$ cat src/rtl/serial_adder_if.sv
// Request/result bundle for serial_adder: operands and start in, status and result out.
// The ovf member exists only when SERIAL_ADDER_OVF_EN is defined.
interface serial_adder_if #(
    parameter int unsigned WIDTH = 8
);
    logic             start;
    logic             sub;
    logic [WIDTH-1:0] a;
    logic [WIDTH-1:0] b;
    logic             cin;
    logic             busy;
    logic             done;
    logic [WIDTH-1:0] sum;
    logic             cout;
`ifdef SERIAL_ADDER_OVF_EN
    logic             ovf;

    modport master (
        output start, sub, a, b, cin,
        input  busy, done, sum, cout, ovf
    );

    modport slave (
        input  start, sub, a, b, cin,
        output busy, done, sum, cout, ovf
    );
`else
    modport master (
        output start, sub, a, b, cin,
        input  busy, done, sum, cout
    );

    modport slave (
        input  start, sub, a, b, cin,
        output busy, done, sum, cout
    );
`endif
endinterface

$ cat src/rtl/serial_adder.sv
// Bit-serial WIDTH-bit adder/subtractor using one full-adder cell, LSB first.
// Optional signed-overflow output enabled by defining SERIAL_ADDER_OVF_EN.
module serial_adder #(
    parameter int unsigned WIDTH = 8
) (
    input  logic          clk,
    input  logic          rst,
    serial_adder_if.slave bus
);
    localparam int unsigned CNT_W = (WIDTH > 2) ? $clog2(WIDTH) : 1;
    localparam logic [CNT_W-1:0] CNT_LAST = CNT_W'(WIDTH - 1);

    typedef enum logic [1:0] {
        S_IDLE  = 2'd0,
        S_SHIFT = 2'd1,
        S_DONE  = 2'd2
    } state_e;

    state_e           state_q, state_d;
    logic [WIDTH-1:0] a_sr_q, a_sr_d;
    logic [WIDTH-1:0] b_sr_q, b_sr_d;
    logic [WIDTH-1:0] sum_q, sum_d;
    logic [CNT_W-1:0] cnt_q, cnt_d;
    logic             carry_q, carry_d;
    logic             busy_q, busy_d;
    logic             done_q, done_d;
    logic             cout_q, cout_d;
`ifdef SERIAL_ADDER_OVF_EN
    logic             cmsb_q, cmsb_d;
    logic             ovf_q, ovf_d;
`endif

    logic fa_sum_c;
    logic fa_carry_c;

    // The single full-adder cell shared by every bit position
    assign fa_sum_c   = a_sr_q[0] ^ b_sr_q[0] ^ carry_q;
    assign fa_carry_c = (a_sr_q[0] & b_sr_q[0]) | (carry_q & (a_sr_q[0] ^ b_sr_q[0]));

    always_comb begin
        state_d = state_q;
        a_sr_d  = a_sr_q;
        b_sr_d  = b_sr_q;
        sum_d   = sum_q;
        cnt_d   = cnt_q;
        carry_d = carry_q;
        busy_d  = busy_q;
        done_d  = 1'b0;
        cout_d  = cout_q;
`ifdef SERIAL_ADDER_OVF_EN
        cmsb_d  = cmsb_q;
        ovf_d   = ovf_q;
`endif

        unique case (state_q)
            S_IDLE: begin
                // Subtract is a + ~b + 1, so cin is replaced by the +1
                if (bus.start) begin
                    a_sr_d  = bus.a;
                    b_sr_d  = bus.sub ? ~bus.b : bus.b;
                    carry_d = bus.sub ? 1'b1 : bus.cin;
                    cnt_d   = '0;
                    sum_d   = '0;
                    busy_d  = 1'b1;
                    state_d = S_SHIFT;
                end
            end

            S_SHIFT: begin
                sum_d   = {fa_sum_c, sum_q[WIDTH-1:1]};
                a_sr_d  = a_sr_q >> 1;
                b_sr_d  = b_sr_q >> 1;
                carry_d = fa_carry_c;
                cnt_d   = cnt_q + CNT_W'(1);
                if (cnt_q == CNT_LAST) begin
                    busy_d  = 1'b0;
                    state_d = S_DONE;
`ifdef SERIAL_ADDER_OVF_EN
                    // carry_q here is the carry into the MSB position
                    cmsb_d  = carry_q;
`endif
                end
            end

            S_DONE: begin
                done_d  = 1'b1;
                cout_d  = carry_q;
`ifdef SERIAL_ADDER_OVF_EN
                ovf_d   = cmsb_q ^ carry_q;
`endif
                state_d = S_IDLE;
            end

            default: begin
                state_d = S_IDLE;
            end
        endcase
    end

    always_ff @(posedge clk) begin
        if (rst) begin
            state_q <= S_IDLE;
            a_sr_q  <= '0;
            b_sr_q  <= '0;
            sum_q   <= '0;
            cnt_q   <= '0;
            carry_q <= 1'b0;
            busy_q  <= 1'b0;
            done_q  <= 1'b0;
            cout_q  <= 1'b0;
`ifdef SERIAL_ADDER_OVF_EN
            cmsb_q  <= 1'b0;
            ovf_q   <= 1'b0;
`endif
        end else begin
            state_q <= state_d;
            a_sr_q  <= a_sr_d;
            b_sr_q  <= b_sr_d;
            sum_q   <= sum_d;
            cnt_q   <= cnt_d;
            carry_q <= carry_d;
            busy_q  <= busy_d;
            done_q  <= done_d;
            cout_q  <= cout_d;
`ifdef SERIAL_ADDER_OVF_EN
            cmsb_q  <= cmsb_d;
            ovf_q   <= ovf_d;
`endif
        end
    end

    assign bus.busy = busy_q;
    assign bus.done = done_q;
    assign bus.sum  = sum_q;
    assign bus.cout = cout_q;
`ifdef SERIAL_ADDER_OVF_EN
    assign bus.ovf  = ovf_q;
`endif

endmodule

$ cat src/flat_wrapper.sv
// flat-port wrapper written by rule: the top's interface ports become plain ports
module serial_adder_flat 
#(
    parameter int unsigned WIDTH = 8
)
  (clk, rst, bus_start, bus_sub, bus_a, bus_b, bus_cin, bus_busy, bus_done, bus_sum, bus_cout);
  serial_adder_if #(.WIDTH(WIDTH)) bus_i ();
  input  logic clk;
  input  logic rst;
  input wire logic [$bits(bus_i.start)-1:0] bus_start;
  input wire logic [$bits(bus_i.sub)-1:0] bus_sub;
  input wire logic [$bits(bus_i.a)-1:0] bus_a;
  input wire logic [$bits(bus_i.b)-1:0] bus_b;
  input wire logic [$bits(bus_i.cin)-1:0] bus_cin;
  output wire logic [$bits(bus_i.busy)-1:0] bus_busy;
  output wire logic [$bits(bus_i.done)-1:0] bus_done;
  output wire logic [$bits(bus_i.sum)-1:0] bus_sum;
  output wire logic [$bits(bus_i.cout)-1:0] bus_cout;
  assign bus_i.start = bus_start;
  assign bus_i.sub = bus_sub;
  assign bus_i.a = bus_a;
  assign bus_i.b = bus_b;
  assign bus_i.cin = bus_cin;
  assign bus_busy = bus_i.busy;
  assign bus_done = bus_i.done;
  assign bus_sum = bus_i.sum;
  assign bus_cout = bus_i.cout;
  serial_adder #(.WIDTH(WIDTH)) u_core (.clk(clk), .rst(rst), .bus(bus_i));
endmodule
$ cat config.mk
export PLATFORM = sky130hd
export DESIGN_NAME = serial_adder_flat
export DESIGN_NICKNAME = d
export VERILOG_FILES = /design/src/rtl/serial_adder_if.sv /design/src/rtl/serial_adder.sv /design/src/flat_wrapper.sv
export SDC_FILE = /design/constraint.sdc
export NUM_CORES = 1
export LEC_CHECK = 0
export CORE_UTILIZATION = 30
export DETAILED_ROUTE_END_ITERATION = 16
export GPL_ROUTABILITY_DRIVEN = 1
export HOLD_SLACK_MARGIN = 0.06
export MAX_ROUTING_LAYER = met4
export PLACE_DENSITY = 0.52
export RECOVER_POWER = 100
export SLEW_MARGIN = 5
export SYNTH_ARGS = -nofsm -noshare
export SYNTH_HDL_FRONTEND = slang
export SYNTH_SLANG_ARGS = --single-unit
$ cat constraint.sdc
create_clock -name clk -period 1.7 [get_ports clk]
set_input_delay 0.255 -clock clk [delete_from_list [all_inputs] [get_ports clk]]
set_output_delay 0.255 -clock clk [all_outputs]
set_load 0.02 [all_outputs]
Word-level counts from Yosys, hierarchy flattened
Cells that the tools add are included.
- latch bits: 0
- memory bits (writable): 0
- memories: 0
- bits in read-only memories: 0
- output and inout port bits: 11
- logic and storage cells: 45
- register bits: 33
- input port bits: 21
- bitwise gates (word level): 6
- reductions and logical operators: 5
- $add $sub $neg: 1
- magnitude comparators: 0
- div/mod/pow operators: 0
- equality and inequality tests: 5
- $mul: 0
- muxes and demuxes: 19
- shifts and indexed selects: 0
- operators with widths (cell ; number):
    $pmux W8 S2 ; 3
    $mux W8 ; 4
    $not A8 Y8 ; 1
    $pmux W3 S2 ; 1
    $mux W1 ; 5
    $mux W2 ; 2
    $pmux W1 S2 ; 2
    $pmux W2 S2 ; 1
    $reduce_and A2 Y1 ; 2
    $add A3 B1 Y3 const B ; 1
    $eq A3 B3 Y1 const B ; 1
    $mux W3 ; 1
    $reduce_and A3 Y1 ; 1
    $and A1 B1 Y1 ; 2
    $eq A2 B1 Y1 const B ; 1
    $eq A2 B2 Y1 const B ; 1
    $logic_not A2 Y1 ; 1
    $ne A2 B1 Y1 const B ; 1
    $ne A2 B2 Y1 const B ; 1
    $reduce_bool A2 Y1 ; 1
    $xor A1 B1 Y1 ; 2
    $or A1 B1 Y1 ; 1

Logic depth before layout (Yosys ltp)
Gate-level depths: netlist of the first run.
- depth in word-level cells: 4
- gate-level depth with buffers: 5
- gate-level depth less buffers: 5

Worst setup path after synthesis of the first run
No wires, ideal clock.
- path type: register -> register
- start point: reg u_core.carry_q
- end point: reg u_core.carry_q
- data required time: 1613 ps
- setup slack: 427 ps
- stages on the path, launching flop included: 5
- data arrival time: 1186 ps
- library setup time: 87 ps
- clock period less this slack: 1273 ps
- path buffers: 0
- cell sequence: dfxtp_1 inv_1 fa_1 mux2_2 o31ai_1
- word-level cells in the longest chain between the ends: 3
- RTL lines (element ; RTL line ; source):
    start, declared ; serial_adder.sv:24 ; logic carry_q, carry_d;
    start signal, assigned ; serial_adder.sv:121 ; carry_q <= carry_d;
    $and A1 B1 Y1 ; serial_adder.sv:38 ; assign fa_carry_c = (a_sr_q[0] & b_sr_q[0]) | (carry_q & (a_sr_q[0] ^ b_sr_q[0]));
    $or A1 B1 Y1 ; serial_adder.sv:38 ;
    $pmux W1 S2 ; serial_adder.sv:55 ; unique case (state_q)
Every way passes these cells.
A chain may end at the register's enable or synchronous reset.

Worst setup path in the final report of the first run
- start point: reg u_core.sum_q[6], in the netlist u_core.bus.sum[6]
- end point: out bus_sum[6]
- RTL lines (element ; RTL line ; source):
    start, declared ; serial_adder.sv:22 ; logic [WIDTH-1:0] sum_q, sum_d;
    start signal, assigned ; serial_adder.sv:119 ; sum_q <= sum_d;
    end, declared ; flat_wrapper.sv:17 ; output wire logic [$bits(bus_i.sum)-1:0] bus_sum;
No word-level cell between the ends.

==> results of run 1 <==
cell usage in the layout, fill, tap and decap left out, types with 6 or more instances in the layout:
| master | netlist | routed |
|---|---|---|
| nor2_1 | 23 | 23 |
| a22oi_1 | 19 | 19 |
| o22ai_1 | 7 | 7 |
| xnor2_1 | 7 | 7 |
| inv_1 | 11 | 11 |
| a21oi_1 | 12 | 12 |
| dfxtp_1 | 33 | 33 |
| clkdlybuf4s50_1 | 0 | 21 |
| o221a_1 | 6 | 6 |
| dlygate4sd3_1 | 0 | 10 |
area by class of cell:
class                           count  area (sq um)
Sequential cell                    33           661
Multi-Input combinational cell    101           704
Clock inverter                      3          65.1
Inverter                           11          41.3
Clock buffer                        5          68.8
Tap cell                           67          83.8
Timing Repair Buffer               39           392
Fill cell                         488          2710
tightest hold or removal path: stages, from the launching register on:
cell,delay [ns]
dfxtp_1,0.32
mux2i_1,0.06
nor2_1,0.07
power by group through the flow:
stage               registers [mW]  logic (mW)  clock network (mW)
finish                       0.839       0.259               0.877
global route                 0.844       0.288               0.933
CTS                          0.839       0.261               0.896
detailed placement           0.857       0.258                   0
global placement             0.856       0.252                   0
floorplan                    0.858       0.157                   0
per-stage QoR:
step	total power [mW]	setup slack, ns
floorplan	1.01	0.427
global placement	1.11	-0.155
detailed placement	1.12	-0.201
CTS	2.00	0.0753
global route	2.06	0.0615
finish	1.97	0.114
metal layers:
| metal | vias to the layer above | part of all wire, % | track usage [%] | routed length, microns |
|---|---|---|---|---|
| met2 | 26 | 47 | 21.9 | 1550 |
| li1 | 624 | - | - | - |
| met1 | 597 | 47 | 17.2 | 1550 |
| met3 | 7 | 4.7 | 4.31 | 155 |
| met4 | 0 | 1.7 | 6.54 | 55 |
| met5 | - | 0 | - | 0 |
path summary, 6_finish.rpt:
check / from / endpoint / cells past startpoint / slack, ns
worst max-delay path: u_core.bus.sum[6] / bus_sum[6] / 1 / 0.11
worst min-delay path: u_core.bus.cout / u_core.bus.cout / 2 / 0.49
worst max register to register: u_core.state_q[0] / u_core.b_sr_q[5] / 4 / 0.27
worst min register to register: u_core.bus.cout / u_core.bus.cout / 2 / 0.49
sequential cells by signal (all words and copies together) (netlist names):
signal           flops
u_core.bus.done      1
u_core.state_q       2
u_core.bus.busy      1
u_core.b_sr_q        8
u_core.a_sr_q        8
u_core.cnt_q         3
u_core.carry_q       1
u_core.bus.cout      1
u_core.bus.sum       8
kinds of logic (layout without fill, tap and decap cells):
logic type                 after synthesis  in the layout
AOI/OAI and AO/OA                       53             53
DFF                                     33             33
and+or+nand+nor                         33             33
buffers and inverters                   25             58
xor gates and xnor gates                 8              8
muxes                                    4              4
adders and majority gates                3              3
==> results.md, run 1 <==
* Switching Share at 22.3%
* Multiplexer share of the synthesized area at 2.79%
* Post-CTS Hold Fix Bufs at 0
* Chip height at a little over 70 microns
* First-pass GRT wire length at around 5500 microns
* Register bit total from synthesis at 33
* DIE AREA at around 5200 sq um
* Max incr delay on CP at 0.69 ns
* Post-route setup TNS at 0 ns
* Prevailing post-synth register cell: dfxtp_1
* Ys async rst share at 0%
* Nets@finish at 215
* Compound-Gate Fraction of Synth Area at roughly a quarter
* Hold Path Class: reg2reg
* Largest net degree at the start of global routing at 23
* Initial antenna violation count at 0
* Slew @ Worst Pin at between 0.6 and 0.7 ns
* Delay-heaviest family, CP: buffers and inverters
* Period utilization at 93.3%
* Post-synthesis cell type count at 30
* CP Capture Type: output pin
* Power Dens Cells at 980 nW/um^2
* Sequential area share after synthesis at between 40% and 50%
* Total track usage at around 14%
* Combinational share of power at a little over an eighth
* Post-Layout Cell Count at about 260
* Critical path, cell by cell: dlygate4sd3_1
* Vias in the first global route at 1215
* Internal Power at between 1.5 and 2 mW
* CTS buffer count at 5
* Post-synth EDFFs at 0
* Core area at 4720 sq um
* Area delta synth->final at 36.1%
* Largest family of logic cells by synthesized area: compound AO/OA/AOI/OAI gates
* Synthesized area at around 1500 sq um
* Initial drt markers at 110
* Slew HR at a little under 60%
* Min cycle time layout at roughly 1.6 ns
* Share of layout cells above drive strength 1 at 9.90%
* Cells after Synth at approximately 160
* Status: complete, no violations
* RSZ-0062 raised after global routing: false
* P_leak at slightly below 0.8 nW
* Adder-Cell Fraction of Synth Area at 3.04%
* Syn_nets at roughly 180
* Synth cell count leaders: dfxtp_1, nor2_1, a22oi_1
* Sequential group share of total power at a little over two fifths
* P_sw at 0.441 mW
* Clock Skew at 0.00517 ns
* H-tree lvl count at 2
* Final Max Slew Viols at 0
* Max cap viols at 0
* Synth area leader: dfxtp_1
* Worst hold slack at between 0.4 and 0.5 ns
* Critical path peak fanout at 3
* CTS tree: done
* Final setup viols at 0
* GPL Wtd Cong at just over 0.7
* CP max-delay cell: dlygate4sd3_1
* Placed Cells at 251
* Worst vdd ir at a little over 0.0003 V
* Clock latency on the worst-skew pair at around 0.28 ns
* # rows at 25
* Post-CTS sizing at 1
* Die width at ~72 microns
* Buffers plus inverters on the worst setup path at 1
* Vias/cell at around 4.8
* Sink Count at 33
* Largest cells by area after synthesis: dfxtp_1, a22oi_1, nor2_1
* Ant. Diodes at 0
* Port Buf Inserts at 31
* Data arrival time of the worst path at between 1 and 1.5 ns
* Xor/xnor cell area share of the yosys netlist at 4.73%
* Clock share of power at around 44%
* Drt drc at 0
* Yosys warning total at 0
* Post-CTS setup buffers at 0
* Post-DP Area at approximately 1900 sq um
* Final Hold Vio Count at 0
* Kind of critical path: reg2out
* HPWL Detailed at approximately 2300 microns
* WL/cell at roughly 13 microns
* DR pass1 iterations at 4
* Finished Core Util at ~43%
* Ports at 32
* Detailed Route WL at roughly 3300 microns
* CTS max path bufs at 2
* Vias at about 1300
* Crit path required time at approximately 1.4 ns
* GRT Residual Overflow at 0
* Mapped Avg Cell Area at about 9.3 sq um
* Clock root buffer: clkbuf_8
* Fmax at around 630 MHz
* Clk slew on worst S/H paths at ~0.070 ns
* Cell area after layout at between 2000 and 2500 sq um
* Synth top area share at between 40% and 50%
* Antenna viol nets, final at 0
* Most numerous cell in the Yosys netlist: dfxtp_1
* Synth Area in Simple Gates at between 10 and 15%
* Initial Util at a little under a third
* Startpoint types: flop
Power figures use the tool's default switching activity.
==> run 2, diff against run 1 <==
--- a/config.mk
+++ b/config.mk
@@ -8,7 +8,7 @@
 export CORE_UTILIZATION = 30
 export DETAILED_ROUTE_END_ITERATION = 16
 export GPL_ROUTABILITY_DRIVEN = 1
-export HOLD_SLACK_MARGIN = 0.06
+export HOLD_SLACK_MARGIN = 0.05
 export MAX_ROUTING_LAYER = met4
 export PLACE_DENSITY = 0.52
 export RECOVER_POWER = 100
==> results of run 2 <==
The final DEF is identical to that of run 1; final timing and power are the same.
==> run 3, diff against run 2 <==
--- a/config.mk
+++ b/config.mk
@@ -5,6 +5,7 @@
 export SDC_FILE = /design/constraint.sdc
 export NUM_CORES = 1
 export LEC_CHECK = 0
+export ABC_AREA = 1
 export CORE_UTILIZATION = 30
 export DETAILED_ROUTE_END_ITERATION = 16
 export GPL_ROUTABILITY_DRIVEN = 1
==> run 3 against run 2 <==
Count of clock-buffer cells in the layout is 2 higher. Utilization shrank 0.28 points. Largest cell class unchanged. Sequential share of layout area decreased by 0.64 points. Wire length increased by 4.8%. Clock power down 13%.
==> results.md, run 3 <==
* Status: complete, no violations
* Synth top area share at approximately 42%
* Fill cells at about 530
* Critical path, cell by cell: dlygate4sd3_1
* Post-CTS setup buffers at 0
* Hold Path Class: reg2reg
* Crit path required time at about 1.4 ns
* Syn_nets at roughly 260
* Ant. Diodes at 0
* Slew HR at between 40% and 50%
* CP Capture Type: output pin
* Critical path peak fanout at 3
* Detailed Route WL at approximately 3500 microns
* Buffers plus inverters on the worst setup path at 1
* Source of the critical timing path: u_core.bus.sum[2]
* Post-CTS sizing at 0
* Port Buf Inserts at 31
* Sequential cell area at approximately 660 sq um
* Initial Util at 32.2%
* Largest net degree at the start of global routing at 25
* Clk slew on worst S/H paths at ~0.07 ns
* Drt drc at 0
* Synthesized area at 1560 sq um
* Vias at 1467
* Vias/cell at roughly 4.4
* HPWL Detailed at 2530 microns
* Ports at 32
* Power Total at around 1.8 mW
* Prevailing post-synth register cell: dfxtp_1
* Sequential area share after synthesis at between 40% and 50%
* Nets@finish at about 300
* Post-CTS Hold Fix Bufs at 0
* DR pass1 iterations at 4
* Area occupied by multi-input gates at about 720 sq um
* P_leak at between 0.9 and 1 nW
* Largest cells by area after synthesis: dfxtp_1, nand2_1, nand3_1
* Synth cell count leaders: nand2_1, dfxtp_1, nand3_1
* Final setup viols at 0
* Worst vdd ir at 0.000615 V
* CP max-delay cell: dlygate4sd3_1
* Pre-CTS setup slack at ~0.26 ns
* Crit path setup slack, layout at roughly 0.13 ns
* Synth area leader: dfxtp_1
* DIE AREA at 5490 sq um
* Chip height at 74.1 microns
* Most numerous cell in the Yosys netlist: nand2_1
* Share of layout cells above drive strength 1 at 7.41%
* Max cap viols at 0
* Register bit total from synthesis at 33
* RR Startpoint: u_core.state_q[1]
* Slew @ Worst Pin at a little under 0.9 ns
* RSZ-0062 raised after global routing: false
* Sink Count at 33
* Finished Core Util at a little over two fifths
* Antenna viol nets, final at 0
* Vias in the first global route at 1426
* First-pass GRT wire length at about 6100 microns
* Final Max Slew Viols at 0
* Clock Skew at between 0.004 and 0.005 ns
* H-tree lvl count at 2
* Delay-heaviest family, CP: buffers and inverters
* Final Hold Vio Count at 0
* Yosys warning total at 0
* Clock root buffer: clkbuf_8
* GPL Wtd Cong at about 0.75
* Mapped Avg Cell Area at 6.66 sq um
* Period utilization at 92.4%
* Most frequent cells in the layout: nand2_1, dfxtp_1, nand3_1, inv_1
* Cells after Synth at ~230
* CTS tree: done
* Data arrival time of the worst path at about 1.3 ns
* Power Dens Cells at 890 nW/um^2
* Area delta synth->final at 31.9%
* GRT Residual Overflow at 0
* Fmax at between 600 and 700 MHz
* Initial antenna violation count at 0
* Most common cell after layout, fill and taps aside: nand2_1
* Total track usage at between 15 and 20%
* Clock latency on the worst-skew pair at approximately 0.28 ns
* Startpoint types: flop
* CTS max path bufs at 2
* Max incr delay on CP at approximately 0.68 ns
* Post-synth EDFFs at 0
* Worst Hold Launch: u_core.bus.busy
* WL/cell at 10.3 microns
* Ys async rst share at 0%
* Kind of critical path: reg2out
* CTS buffer count at 5
* Core area at between 4000 and 5000 sq um
* # rows at 25
* Min cycle time layout at around 1.6 ns
* Post-synthesis cell type count at 21
* Post-route setup TNS at 0 ns
* Die width at around 74 microns
* Initial drt markers at 70
-- run 3: cell count changes after synthesis, sizes merged, moves of 3 or more --
cell and delta:
nand2 +85, o22ai -7, nand2b -3, o221a -6, mux2i -3, inv +19
a21oi +3, a22oi -19, xnor2 -7, buf -3, nand3 +29, nor2b -3
-- run 3: cell type report --
type,instances,area share (%)
Clock inverter,1,1.46
Tap cell,67,4.08
Clock buffer,7,4.20
Inverter,30,5.48
Timing Repair Buffer,38,17.5
Sequential cell,33,32.1
Multi-Input combinational cell,161,35.2
-- run 3: worst min-delay path: stages (launching register included) --
cell and delay (ns):
dfxtp_1 0.31, inv_1 0.05, a21oi_1 0.06
-- run 3: cells by family (layout without fill, tap and decap cells) --
group	Yosys count	after routing	share of synthesized area [%]
buffers and inverters	40	76	10.9
adder cells (fa/ha/maj)	3	3	2.89
AO/OA/AOI/OAI	19	19	6.10
AND/OR/NAND/NOR	138	138	37.2
flip-flops	33	33	42.4
XOR/XNOR	1	1	0.562
-- run 3: final timing paths --
kind              slack (ns)          endpoint  cells after the start
hold reg to reg         0.46   u_core.bus.busy                      2
hold / removal          0.46   u_core.bus.busy                      2
setup reg to reg        0.26  u_core.b_sr_q[2]                      7
setup / recovery        0.13        bus_sum[2]                      1
-- run 3: power breakdown --
group / internal, mW / switching, mW
Combinational: 0.108 / 0.134
Clock: 0.478 / 0.283
Sequential: 0.808 / 0.0199
-- run 3: through the flow --
stage / hold WS, ns / instances / cell area (sq um)
global placement: 0.444 / 329 / 1950
detailed placement: 0.453 / 329 / 1950
global route: 0.494 / 337 / 2060
finish: 0.459 / 337 / 2060
CTS: 0.463 / 337 / 2060
floorplan: 0.404 / 234 / 1560
-- run 3: per-layer routing --
layer	vias to the layer above	global-route usage (%)	part of all wire [%]
li1	794	-	-
met3	5	3.25	2.8
met1	649	19.3	51
met5	-	-	0
met4	0	5.77	1.2
met2	19	23.8	45
